**config.mk**
```make
export PLATFORM = sky130hd
export DESIGN_NAME = ddr_line_sequencer_flat
export DESIGN_NICKNAME = d
export VERILOG_FILES = /design/src/rtl/ddr_line_sequencer_pkg.sv /design/src/rtl/ddr_line_sequencer_if.sv /design/src/rtl/ddr_seq_watchdog.sv /design/src/rtl/ddr_line_sequencer.sv /design/src/flat_wrapper.sv
export SDC_FILE = /design/constraint.sdc
export NUM_CORES = 1
export LEC_CHECK = 0
export CORE_ASPECT_RATIO = 1.75
export CORE_UTILIZATION = 40
export CTS_BUF_LIST = sky130_fd_sc_hd__clkbuf_8
export CTS_CLUSTER_DIAMETER = 150
export DETAILED_ROUTE_END_ITERATION = 7
export PLACE_DENSITY = 0.78
export SLEW_MARGIN = 20
export SYNTH_ARGS = -nofsm -noshare
export SYNTH_HDL_FRONTEND = slang
export SYNTH_SLANG_ARGS = --single-unit
```
**constraint.sdc**
```tcl
create_clock -name clk -period 10.82 [get_ports clk]
set_input_delay 1.623 -clock clk [delete_from_list [all_inputs] [get_ports clk]]
set_output_delay 1.623 -clock clk [all_outputs]
set_load 0.05 [all_outputs]
```
**src/rtl/ddr_line_sequencer_pkg.sv**
```systemverilog
// Shared types and constants for the DDR line sequencer and its helpers.
// Holds the sequencer state encoding, word geometry and line-offset helper.
// No logic; imported by every file of the block.
package ddr_line_sequencer_pkg;

    typedef enum logic [1:0] {
        ST_IDLE  = 2'd0,
        ST_ISSUE = 2'd1,
        ST_WAIT  = 2'd2,
        ST_DONE  = 2'd3
    } seq_state_t;

    localparam int WORD_BYTES = 4;
    localparam int WORD_W     = 32;
    localparam int ADDR_W     = 27;

    // Number of byte-address bits covered by one cache line.
    function automatic int LINE_OFFSET_BITS(input int line_words);
        return $clog2(line_words * WORD_BYTES);
    endfunction

endpackage

```
**src/rtl/ddr_line_sequencer_if.sv**
```systemverilog
// Line-side and adapter-side signal bundle of the DDR line sequencer.
// Pure wiring, no latency.
// master = cache side plus adapter model, slave = the sequencer itself.
interface ddr_line_sequencer_if #(
    parameter int LINE_WORDS = 4
);
    import ddr_line_sequencer_pkg::*;

    // cache/memory subsystem side
    logic                         line_req;
    logic                         line_we;
    logic [ADDR_W-1:0]            line_addr;
    logic [LINE_WORDS*WORD_W-1:0] line_wdata;
    logic [LINE_WORDS*WORD_W-1:0] line_rdata;
    logic                         line_ready;
    logic                         line_error;
    logic                         line_busy;

    // DDR SRAM-facade adapter side
    logic                         mem_req;
    logic                         mem_we;
    logic [3:0]                   mem_be;
    logic [ADDR_W-1:0]            mem_addr;
    logic [WORD_W-1:0]            mem_wdata;
    logic [WORD_W-1:0]            mem_rdata;
    logic                         mem_ready;
    logic                         mem_busy;

    modport master (
        output line_req, line_we, line_addr, line_wdata,
        input  line_rdata, line_ready, line_error, line_busy,
        input  mem_req, mem_we, mem_be, mem_addr, mem_wdata,
        output mem_rdata, mem_ready, mem_busy
    );

    modport slave (
        input  line_req, line_we, line_addr, line_wdata,
        output line_rdata, line_ready, line_error, line_busy,
        output mem_req, mem_we, mem_be, mem_addr, mem_wdata,
        input  mem_rdata, mem_ready, mem_busy
    );

endinterface

```
**src/rtl/ddr_seq_watchdog.sv**
```systemverilog
// Loadable down-counter with a zero flag, used to bound adapter waits.
// Load takes effect on the next edge; zero is combinational from the count.
// No backpressure; counting stops at zero until the next load.
module ddr_seq_watchdog #(
    parameter int WIDTH = 10
) (
    input  logic             clk,
    input  logic             rst,
    input  logic             load,
    input  logic             en,
    input  logic [WIDTH-1:0] load_val,
    output logic             zero
);

    logic [WIDTH-1:0] count_q;

    // Load has priority over counting; the count saturates at zero.
    always_ff @(posedge clk or posedge rst) begin
        if (rst) begin
            count_q <= '0;
        end else if (load) begin
            count_q <= load_val;
        end else if (en && (count_q != '0)) begin
            count_q <= count_q - WIDTH'(1);
        end
    end

    assign zero = (count_q == '0);

endmodule

```
**src/rtl/ddr_line_sequencer.sv**
```systemverilog
// Splits one cache-line fill/writeback into LINE_WORDS word accesses.
// Latency: 1 + sum(per-word adapter latency + 1) cycles, done pulse included.
// Backpressure: word requests held while mem_busy; line_req ignored while busy.
module ddr_line_sequencer
    import ddr_line_sequencer_pkg::*;
#(
    parameter int LINE_WORDS     = 4,
    parameter int TIMEOUT_CYCLES = 1024
) (
    input  logic                clk,
    input  logic                rst,
    ddr_line_sequencer_if.slave bus
);

    localparam int OFF_BITS = LINE_OFFSET_BITS(LINE_WORDS);
    localparam int IDX_W    = $clog2(LINE_WORDS);
    localparam int WD_W     = (TIMEOUT_CYCLES > 2) ? $clog2(TIMEOUT_CYCLES) : 1;
    localparam int LINE_W   = LINE_WORDS * WORD_W;

    localparam logic [ADDR_W-1:0] BASE_MASK = ~((ADDR_W'(1) << OFF_BITS) - ADDR_W'(1));
    localparam logic [IDX_W-1:0]  LAST_IDX  = IDX_W'(LINE_WORDS - 1);
    localparam logic [WD_W-1:0]   WD_LOAD   = WD_W'(TIMEOUT_CYCLES - 1);

    seq_state_t         state, state_nxt;
    logic               we_q;
    logic               err_q;
    logic [ADDR_W-1:0]  base_q;
    logic [LINE_W-1:0]  wdata_q;
    logic [LINE_W-1:0]  buf_q;
    logic [IDX_W-1:0]   idx_q;

    logic accept;
    logic issue;
    logic word_done;
    logic wd_wait;
    logic wd_zero;
    logic timeout;

    assign accept    = (state == ST_IDLE)  && bus.line_req;
    assign issue     = (state == ST_ISSUE) && !bus.mem_busy;
    assign word_done = (state == ST_WAIT)  && bus.mem_ready;
    assign wd_wait   = (state == ST_WAIT)  && !bus.mem_ready;
    assign timeout   = wd_wait && wd_zero;

    ddr_seq_watchdog #(
        .WIDTH(WD_W)
    ) u_watchdog (
        .clk     (clk),
        .rst     (rst),
        .load    (issue),
        .en      (wd_wait),
        .load_val(WD_LOAD),
        .zero    (wd_zero)
    );

    // State register.
    always_ff @(posedge clk or posedge rst) begin
        if (rst) begin
            state <= ST_IDLE;
        end else begin
            state <= state_nxt;
        end
    end

    // Latch the line on accept, gather fill words, track the word index and abort flag.
    always_ff @(posedge clk or posedge rst) begin
        if (rst) begin
            we_q    <= 1'b0;
            err_q   <= 1'b0;
            base_q  <= '0;
            wdata_q <= '0;
            buf_q   <= '0;
            idx_q   <= '0;
        end else begin
            if (accept) begin
                we_q    <= bus.line_we;
                base_q  <= bus.line_addr & BASE_MASK;
                wdata_q <= bus.line_wdata;
                buf_q   <= '0;
                idx_q   <= '0;
                err_q   <= 1'b0;
            end
            if (word_done) begin
                if (!we_q) begin
                    buf_q[idx_q*WORD_W +: WORD_W] <= bus.mem_rdata;
                end
                if (idx_q != LAST_IDX) begin
                    idx_q <= idx_q + IDX_W'(1);
                end
            end
            if (timeout) begin
                err_q <= 1'b1;
            end
        end
    end

    // Next state and outputs. Word address/data derive from registers that only
    // change on the way into ISSUE, so they hold their value between requests.
    always_comb begin
        state_nxt       = state;
        bus.mem_req     = issue;
        bus.mem_we      = we_q;
        bus.mem_be      = 4'hF;
        bus.mem_addr    = base_q + (ADDR_W'(idx_q) * ADDR_W'(WORD_BYTES));
        bus.mem_wdata   = we_q ? wdata_q[idx_q*WORD_W +: WORD_W] : '0;
        bus.line_ready  = 1'b0;
        bus.line_error  = 1'b0;
        bus.line_rdata  = '0;
        bus.line_busy   = (state != ST_IDLE);

        case (state)
            ST_IDLE: begin
                if (bus.line_req) state_nxt = ST_ISSUE;
            end
            ST_ISSUE: begin
                if (!bus.mem_busy) state_nxt = ST_WAIT;
            end
            ST_WAIT: begin
                if (bus.mem_ready) begin
                    state_nxt = (idx_q == LAST_IDX) ? ST_DONE : ST_ISSUE;
                end else if (wd_zero) begin
                    state_nxt = ST_DONE;
                end
            end
            ST_DONE: begin
                state_nxt      = ST_IDLE;
                bus.line_ready = 1'b1;
                bus.line_error = err_q;
                if (!we_q && !err_q) bus.line_rdata = buf_q;
            end
            default: state_nxt = ST_IDLE;
        endcase
    end

endmodule

```
**src/flat_wrapper.sv**
```systemverilog
// flat-port wrapper written by rule: the top's interface ports become plain ports
module ddr_line_sequencer_flat import ddr_line_sequencer_pkg::*;
#(
    parameter int LINE_WORDS     = 4,
    parameter int TIMEOUT_CYCLES = 1024
)
  (clk, rst, bus_line_req, bus_line_we, bus_line_addr, bus_line_wdata, bus_line_rdata, bus_line_ready, bus_line_error, bus_line_busy, bus_mem_req, bus_mem_we, bus_mem_be, bus_mem_addr, bus_mem_wdata, bus_mem_rdata, bus_mem_ready, bus_mem_busy);
  ddr_line_sequencer_if #(.LINE_WORDS(LINE_WORDS)) bus_i ();
  input  logic clk;
  input  logic rst;
  input wire logic [$bits(bus_i.line_req)-1:0] bus_line_req;
  input wire logic [$bits(bus_i.line_we)-1:0] bus_line_we;
  input wire logic [$bits(bus_i.line_addr)-1:0] bus_line_addr;
  input wire logic [$bits(bus_i.line_wdata)-1:0] bus_line_wdata;
  output wire logic [$bits(bus_i.line_rdata)-1:0] bus_line_rdata;
  output wire logic [$bits(bus_i.line_ready)-1:0] bus_line_ready;
  output wire logic [$bits(bus_i.line_error)-1:0] bus_line_error;
  output wire logic [$bits(bus_i.line_busy)-1:0] bus_line_busy;
  output wire logic [$bits(bus_i.mem_req)-1:0] bus_mem_req;
  output wire logic [$bits(bus_i.mem_we)-1:0] bus_mem_we;
  output wire logic [$bits(bus_i.mem_be)-1:0] bus_mem_be;
  output wire logic [$bits(bus_i.mem_addr)-1:0] bus_mem_addr;
  output wire logic [$bits(bus_i.mem_wdata)-1:0] bus_mem_wdata;
  input wire logic [$bits(bus_i.mem_rdata)-1:0] bus_mem_rdata;
  input wire logic [$bits(bus_i.mem_ready)-1:0] bus_mem_ready;
  input wire logic [$bits(bus_i.mem_busy)-1:0] bus_mem_busy;
  assign bus_i.line_req = bus_line_req;
  assign bus_i.line_we = bus_line_we;
  assign bus_i.line_addr = bus_line_addr;
  assign bus_i.line_wdata = bus_line_wdata;
  assign bus_line_rdata = bus_i.line_rdata;
  assign bus_line_ready = bus_i.line_ready;
  assign bus_line_error = bus_i.line_error;
  assign bus_line_busy = bus_i.line_busy;
  assign bus_mem_req = bus_i.mem_req;
  assign bus_mem_we = bus_i.mem_we;
  assign bus_mem_be = bus_i.mem_be;
  assign bus_mem_addr = bus_i.mem_addr;
  assign bus_mem_wdata = bus_i.mem_wdata;
  assign bus_i.mem_rdata = bus_mem_rdata;
  assign bus_i.mem_ready = bus_mem_ready;
  assign bus_i.mem_busy = bus_mem_busy;
  ddr_line_sequencer #(.LINE_WORDS(LINE_WORDS), .TIMEOUT_CYCLES(TIMEOUT_CYCLES)) u_core (.clk(clk), .rst(rst), .bus(bus_i));
endmodule
```
==> impl_metrics.ini <==
[status]
status = finished clean

[global_routing]
met1_usage = 0.249
grt_max_degree = 129
grt_use_total = 0.230
grt-busiest-layer = met2
antenna_found_initial = 7
first_global_vias = 11400
grtUsageMet3 = 0.0417
use_met2 = 0.416
grt_first_pass_wirelength_um = 61000
grt_overflow = 0

[logic_synthesis]
synth_cells = 1335
avgSynthCellArea_um2 = 9.88
synth_seq_cells = 295
yosysWarnings = 0
synth_cell_types = 40
synth_area_mm2 = 0.0132
synthArstFlopShare = 1.00
synthFlopType = dfrtp_1
synth_seq_area_share = 0.560
synth_edf_count = 0

[setup_path]
end_kind = output port
crit_fanout = 128
worst_r2r_path_depth = 5
timing.rr.start = u_core.state[1]
cp.arrival_ns = 3.55
start_kind = register
reg2reg_setup_slack_ns = 7.74
rr_endpoint = u_core.wdata_q[30]
required_ns = 9.20
path_class = register to output port

[floorplan]
initial_core_util = 0.408
die_h_um = 242
die_area_mm2 = 0.0337
rows = 87
ios = 389
fp.coreArea_mm2 = 0.0323
dieWidth_um = 139

[clock_tree]
hold_buffers = 0
clk_latency_ns = 0.57
cts_made_buffers = 43
cts_tree = done
ctsHtreeMaxLevel = 2
cts_sinks = 295
clockBufferDepth = 3
clk_pin_slew_worst_paths_ns = 0.07
post_cts_buffers = 0
cts-resized-gates = 0
cts_root_buf = clkbuf_8

[power_and_ir_drop]
switchingPower_mw = 1.74
clkPwrFrac = 0.217
p_leak_nw = 8.48
power_density_mw_per_mm2 = 238
seq_power_share = 0.378
ir_drop_mv = 0.168
p_int_mw = 2.56
power_frac_comb = 0.405
p_sw_frac = 0.404
power_mw = 4.30

[placed_design]
gp_congestion = 0.835
place_hpwl_um = 25500
numPortBuffers = 378
dpl_cell_area_mm2 = 0.0172

[route]
wl_um = 37900
first_iter_violations = 459
wl_per_cell_um = 17.9
vias_per_cell = 5.14
vias = 10900
post-route-drc-count = 0
ant_nets = 0
dr.pass1.iters = 5

[timing]
timing_hold_violations_final = 0
period_minus_slack_ns = 5.17
setup_tns_ns = 0
period_share = 0.478
fin_skew_ns = 0.0296
drv_slew = 0
max_slew_margin = 0.280
worstMarginPinSlew_ns = 1.08
max_freq_ghz = 0.193
rsz0062_at_grt = no
setup_viol = 0

[run]
drv_cap = 0

[layout]
fin_area_mm2 = 0.0181
final_core_util = 0.560
nFillCells = 2807
area_growth_syn_to_layout_pct = 37.2
fin_nets = 1877
drive_above_1_share = 0.0708

[min_path]
hold_depth = 2
hold_class = register to register
min_from = u_core.wdata_q[109]
min_to = u_core.wdata_q[109]
==> cells in the mapped netlist (8+ instances only) <==
cell type / number / share of area
nand2_1: 497 / 0.14
nand3_1: 38 / 0.014
and2_1: 161 / 0.076
dfrtp_1: 295 / 0.56
nor2_1: 8 / 0.0023
buf_2: 43 / 0.016
clkbuf_1: 53 / 0.015
a22o_1: 96 / 0.064
mux4_2: 32 / 0.055
o21ai_0: 40 / 0.015
==> power groups by stage <==
stage                     sequential (mW)  combinational (mW)  clock [mW]
after floorplan                      1.72                1.11           0
after global placement               1.62                1.72           0
after detailed placement             1.64                1.75           0
after CTS                            1.62                1.76       0.961
after global routing                 1.66                1.90        1.00
final                                1.63                1.74       0.936
==> per-stage QoR <==
step	instances	hold slack [ns]	setup slack, ns
final	2115	0.467	5.65
after global routing	2115	0.492	5.42
after CTS	2109	0.474	5.64
after detailed placement	2032	0.458	5.73
after global placement	2032	0.453	5.73
after floorplan	1339	0.440	1.05
==> worst max path at each step <==
stage               depth (start not counted)  slack, ns                   to            start
finish                                      5       5.65   bus_line_rdata[92]  u_core.state[0]
global route                                5       5.42  bus_line_rdata[123]  u_core.state[0]
CTS                                         5       5.64  bus_line_rdata[124]  u_core.state[0]
detailed placement                          5       5.73          bus_mem_req     bus_mem_busy
global placement                            5       5.73          bus_mem_req     bus_mem_busy
floorplan                                   1       1.05    u_core.base_q[10]              rst
==> logic make-up after synthesis <==
logic type | count (synthesis) | synth area share
AND/OR/NAND/NOR | 737 | 0.254
flip-flops | 295 | 0.560
AO/OA/AOI/OAI | 151 | 0.0867
buffers and inverters | 109 | 0.0368
multiplexers | 34 | 0.0561
adder cells (fa/ha/maj) | 7 | 0.00664
other | 2 | 0.000569
==> metal layers <==
layer | up-vias | part of all wire
li1 | 5070 | -
met1 | 5324 | 0.36
met2 | 365 | 0.53
met3 | 109 | 0.052
met4 | 2 | 0.049
met5 | - | 0.00029
==> state kept, by name, summed over array words and instances, names as in the netlist <==
name                       cells
u_core.buf_q                 128
u_core.idx_q                   2
u_core.wdata_q               128
u_core.bus.mem_we              1
u_core.err_q                   1
u_core.base_q                 23
u_core.u_watchdog.count_q     10
u_core.state                   2
==> cell usage in the layout (no fill, tap or decap), types with 3 or more instances in the layout <==
cell / n
dfrtp_1: 293
and4_1: 3
and3_1: 3
nand2b_1: 4
and2_1: 161
clkinv_2: 4
clkbuf_8: 55
buf_4: 16
clkdlybuf4s50_1: 378
nor3_1: 7
ha_1: 7
a22o_1: 96
a21o_1: 3
diode_2: 6
nand2_1: 497
mux4_2: 32
nor2_1: 7
o21ai_0: 40
conb_1: 6
inv_1: 22
nand3_1: 38
a21oi_1: 5
==> critical path, cell delays in order (launching register included) <==
cell and delay, ns:
dfrtp_1 0.62, and2_1 0.24, nor3b_2 0.17, buf_4 0.71, and2_1 0.23, clkdlybuf4s50_1 0.88
==> cell type report <==
cell class                      count  area (um2)  share of cell area
Antenna cell                        6        15.0            0.000829
Clock buffer                       55         757              0.0418
Clock inverter                     22         140             0.00774
Inverter                            7        33.8             0.00187
Multi-Input combinational cell    935        5360               0.296
Sequential cell                   295        7380               0.408
Tap cell                          400         500              0.0276
Timing Repair Buffer              395        3920               0.216
Note: power is estimated with default switching activity, not from simulation.
==> patch (same settings) <==
`TIMEOUT_CYCLES` is set to 1024 in 2 places; all go to 512.
--- a/src/rtl/ddr_line_sequencer.sv
+++ b/src/rtl/ddr_line_sequencer.sv
@@ -5,7 +5,7 @@
     import ddr_line_sequencer_pkg::*;
 #(
     parameter int LINE_WORDS     = 4,
-    parameter int TIMEOUT_CYCLES = 1024
+    parameter int TIMEOUT_CYCLES = 512
 ) (
     input  logic                clk,
     input  logic                rst,
--- a/src/flat_wrapper.sv
+++ b/src/flat_wrapper.sv
@@ -2,7 +2,7 @@
 module ddr_line_sequencer_flat import ddr_line_sequencer_pkg::*;
 #(
     parameter int LINE_WORDS     = 4,
-    parameter int TIMEOUT_CYCLES = 1024
+    parameter int TIMEOUT_CYCLES = 512
 )
   (clk, rst, bus_line_req, bus_line_we, bus_line_addr, bus_line_wdata, bus_line_rdata, bus_line_ready, bus_line_error, bus_line_busy, bus_mem_req, bus_mem_we, bus_mem_be, bus_mem_addr, bus_mem_wdata, bus_mem_rdata, bus_mem_ready, bus_mem_busy);
   ddr_line_sequencer_if #(.LINE_WORDS(LINE_WORDS)) bus_i ();
Formal check against the unedited RTL: no difference found for any inputs over 4 cycles, from zero or initial values and one cycle with rst high; that may be too few to reach the edited logic, so the function may still have changed.
==> patch against the original RTL <==
Sequential share of layout area up 0.18 points; design area down 0.77%; combinational power down 5%; power down 2.0%; setup slack lost 230 ps; synthesized area is 2.2% lower; wire length is 3.4% lower; core utilization rose by 0.79 points; sequential cell count decreased by 1; first-iteration DRC count is 12% higher; hold slack improved by 4.1 ps; critical path type unchanged.
==> patch: results (changes against the original RTL) <==
area.sequential_sq_mm: 0.00736  # -0.34%
cp_slowest_stage_delay_ps: 860  # -20 ps
share_comb_of_total_power_pct: 39.3  # -1.2 points
grt_max_degree: 150  # +16%
detailed_place.area_sq_mm: 0.0170  # -1.2%
placed_cells_incl_taps: 1955  # -3.8%
hold_path.startpoint: "u_core.wdata_q[111]"
synth_area_per_cell_sq_um: 10.3  # +4.1%
diode_insertion_count_for_antenna_repair: 1  # -5
xor_xnor_cell_area_share_of_the_yosys_netlist_pct: 0.0679  # +0.068 points
cts_root_buf: "sky130_fd_sc_hd__clkbuf_8"
final.signal_buffer_count: 392  # -0.76%
r2r_start: "u_core.idx_q[0]"
synth-seq-cells: 294  # -0.34%
grt_first_pass_wirelength_um: 57400  # -5.9%
ff2ff_setup_slack_ps: 8070  # +330 ps
r2r.worst_path.cells: 5  # unchanged
bufAreaShareNonClock_pct: 21.7  # +0.042 points
detailedPlace.worstSlack_ps: 5730  # +7.72 ps
cts_buffers: 45  # +4.7%
cp_max_fo: 106  # -17%
vias: 10500  # -3.2%
drtIter0Drc: 515  # +12%
regToRegEndpoint: "u_core.buf_q[1]"
post_synth_main_area_contributors: "sky130_fd_sc_hd__dfrtp_1, sky130_fd_sc_hd__nand2_1, sky130_fd_sc_hd__a22o_1"
std_cell_rows: 86  # -1.1%
post_route_clock_skew_ps: 14.3  # -15.3 ps
timing.critical_path.arrival_ps: 3780  # +230 ps
dp_hpwl_um: 24600  # -3.6%
yosysSeqAreaShare_pct: 57.0  # +1.1 points
hold_ws_ps: 471  # +4.06 ps
synth-compound-area-share_pct: 9.39  # +0.72 points
fin_util_pct: 56.8  # +0.79 points
num-nonclk-inverters: 8  # +1
routed_wl_um: 36700  # -3.4%
multi_input_comb_area_sq_mm: 0.00520  # -2.9%
design_power_total_mw: 4.22  # -2.0%
total_of_clock_buffers_placed_in_the_layout: 62  # +13%
switching_power_mw: 1.66  # -4.6%
status: "complete, no violations"
wl_per_cell_um: 18.0  # +0.29%
grtUsageTotal_pct: 22.5  # -0.43 points
first_global_vias: 10900  # -5.0%
yosys-top-cells-count: "sky130_fd_sc_hd__nand2_1, sky130_fd_sc_hd__dfrtp_1, sky130_fd_sc_hd__and2_1"
synth.mux.area_fraction_pct: 5.90  # +0.28 points
power_share_of_the_sequential_group_pct: 37.7  # about the same
nNetsFinal: 1806  # -3.8%
synthAdderAreaFrac_pct: 0.679  # +0.015 points
ir_drop_mv: 0.163  # -2.9%
leakagePower_nw: 8.44  # -0.50%
area_share_clock_buf_inv_pct: 5.40  # +0.44 points
layout-drive-gt1-share_pct: 8.10  # +1.0 points
antenna_violations_before_repair: 1  # -6
n_multi_input_combinational_cell: 865  # -7.5%
[patch: changes by cell type after synthesis, sizes merged, moves of 3 or more]
| cell | before | now |
|---|---|---|
| nor2 | 8 | 12 |
| nand3 | 38 | 6 |
| o21ai | 40 | 6 |
| a22o | 96 | 126 |
| clkbuf | 53 | 50 |
| and4 | 3 | 0 |
| buf | 49 | 40 |
| nand2 | 497 | 468 |
| nor3 | 7 | 2 |
[patch: how the worst max path moves through the flow]
stage	start	end	slack [ps]	cells after the start
after floorplan	rst	u_core.base_q[10]	1080	1
after global placement	bus_mem_busy	bus_mem_req	5770	5
after detailed placement	bus_mem_busy	bus_mem_req	5730	5
after CTS	u_core.bus.mem_we	bus_line_rdata[77]	5140	5
after global routing	u_core.state[0]	bus_line_rdata[87]	5190	5
final	u_core.state[0]	bus_line_rdata[42]	5420	5
[patch: routing by layer]
metal	part of all wire, %	GRT usage (%)	vias to the layer above
met5	0	0	-
met4	3.9	10.8	0
li1	-	-	4840
met2	53	40.4	420
met1	36	25.0	5179
met3	6.7	4.66	87
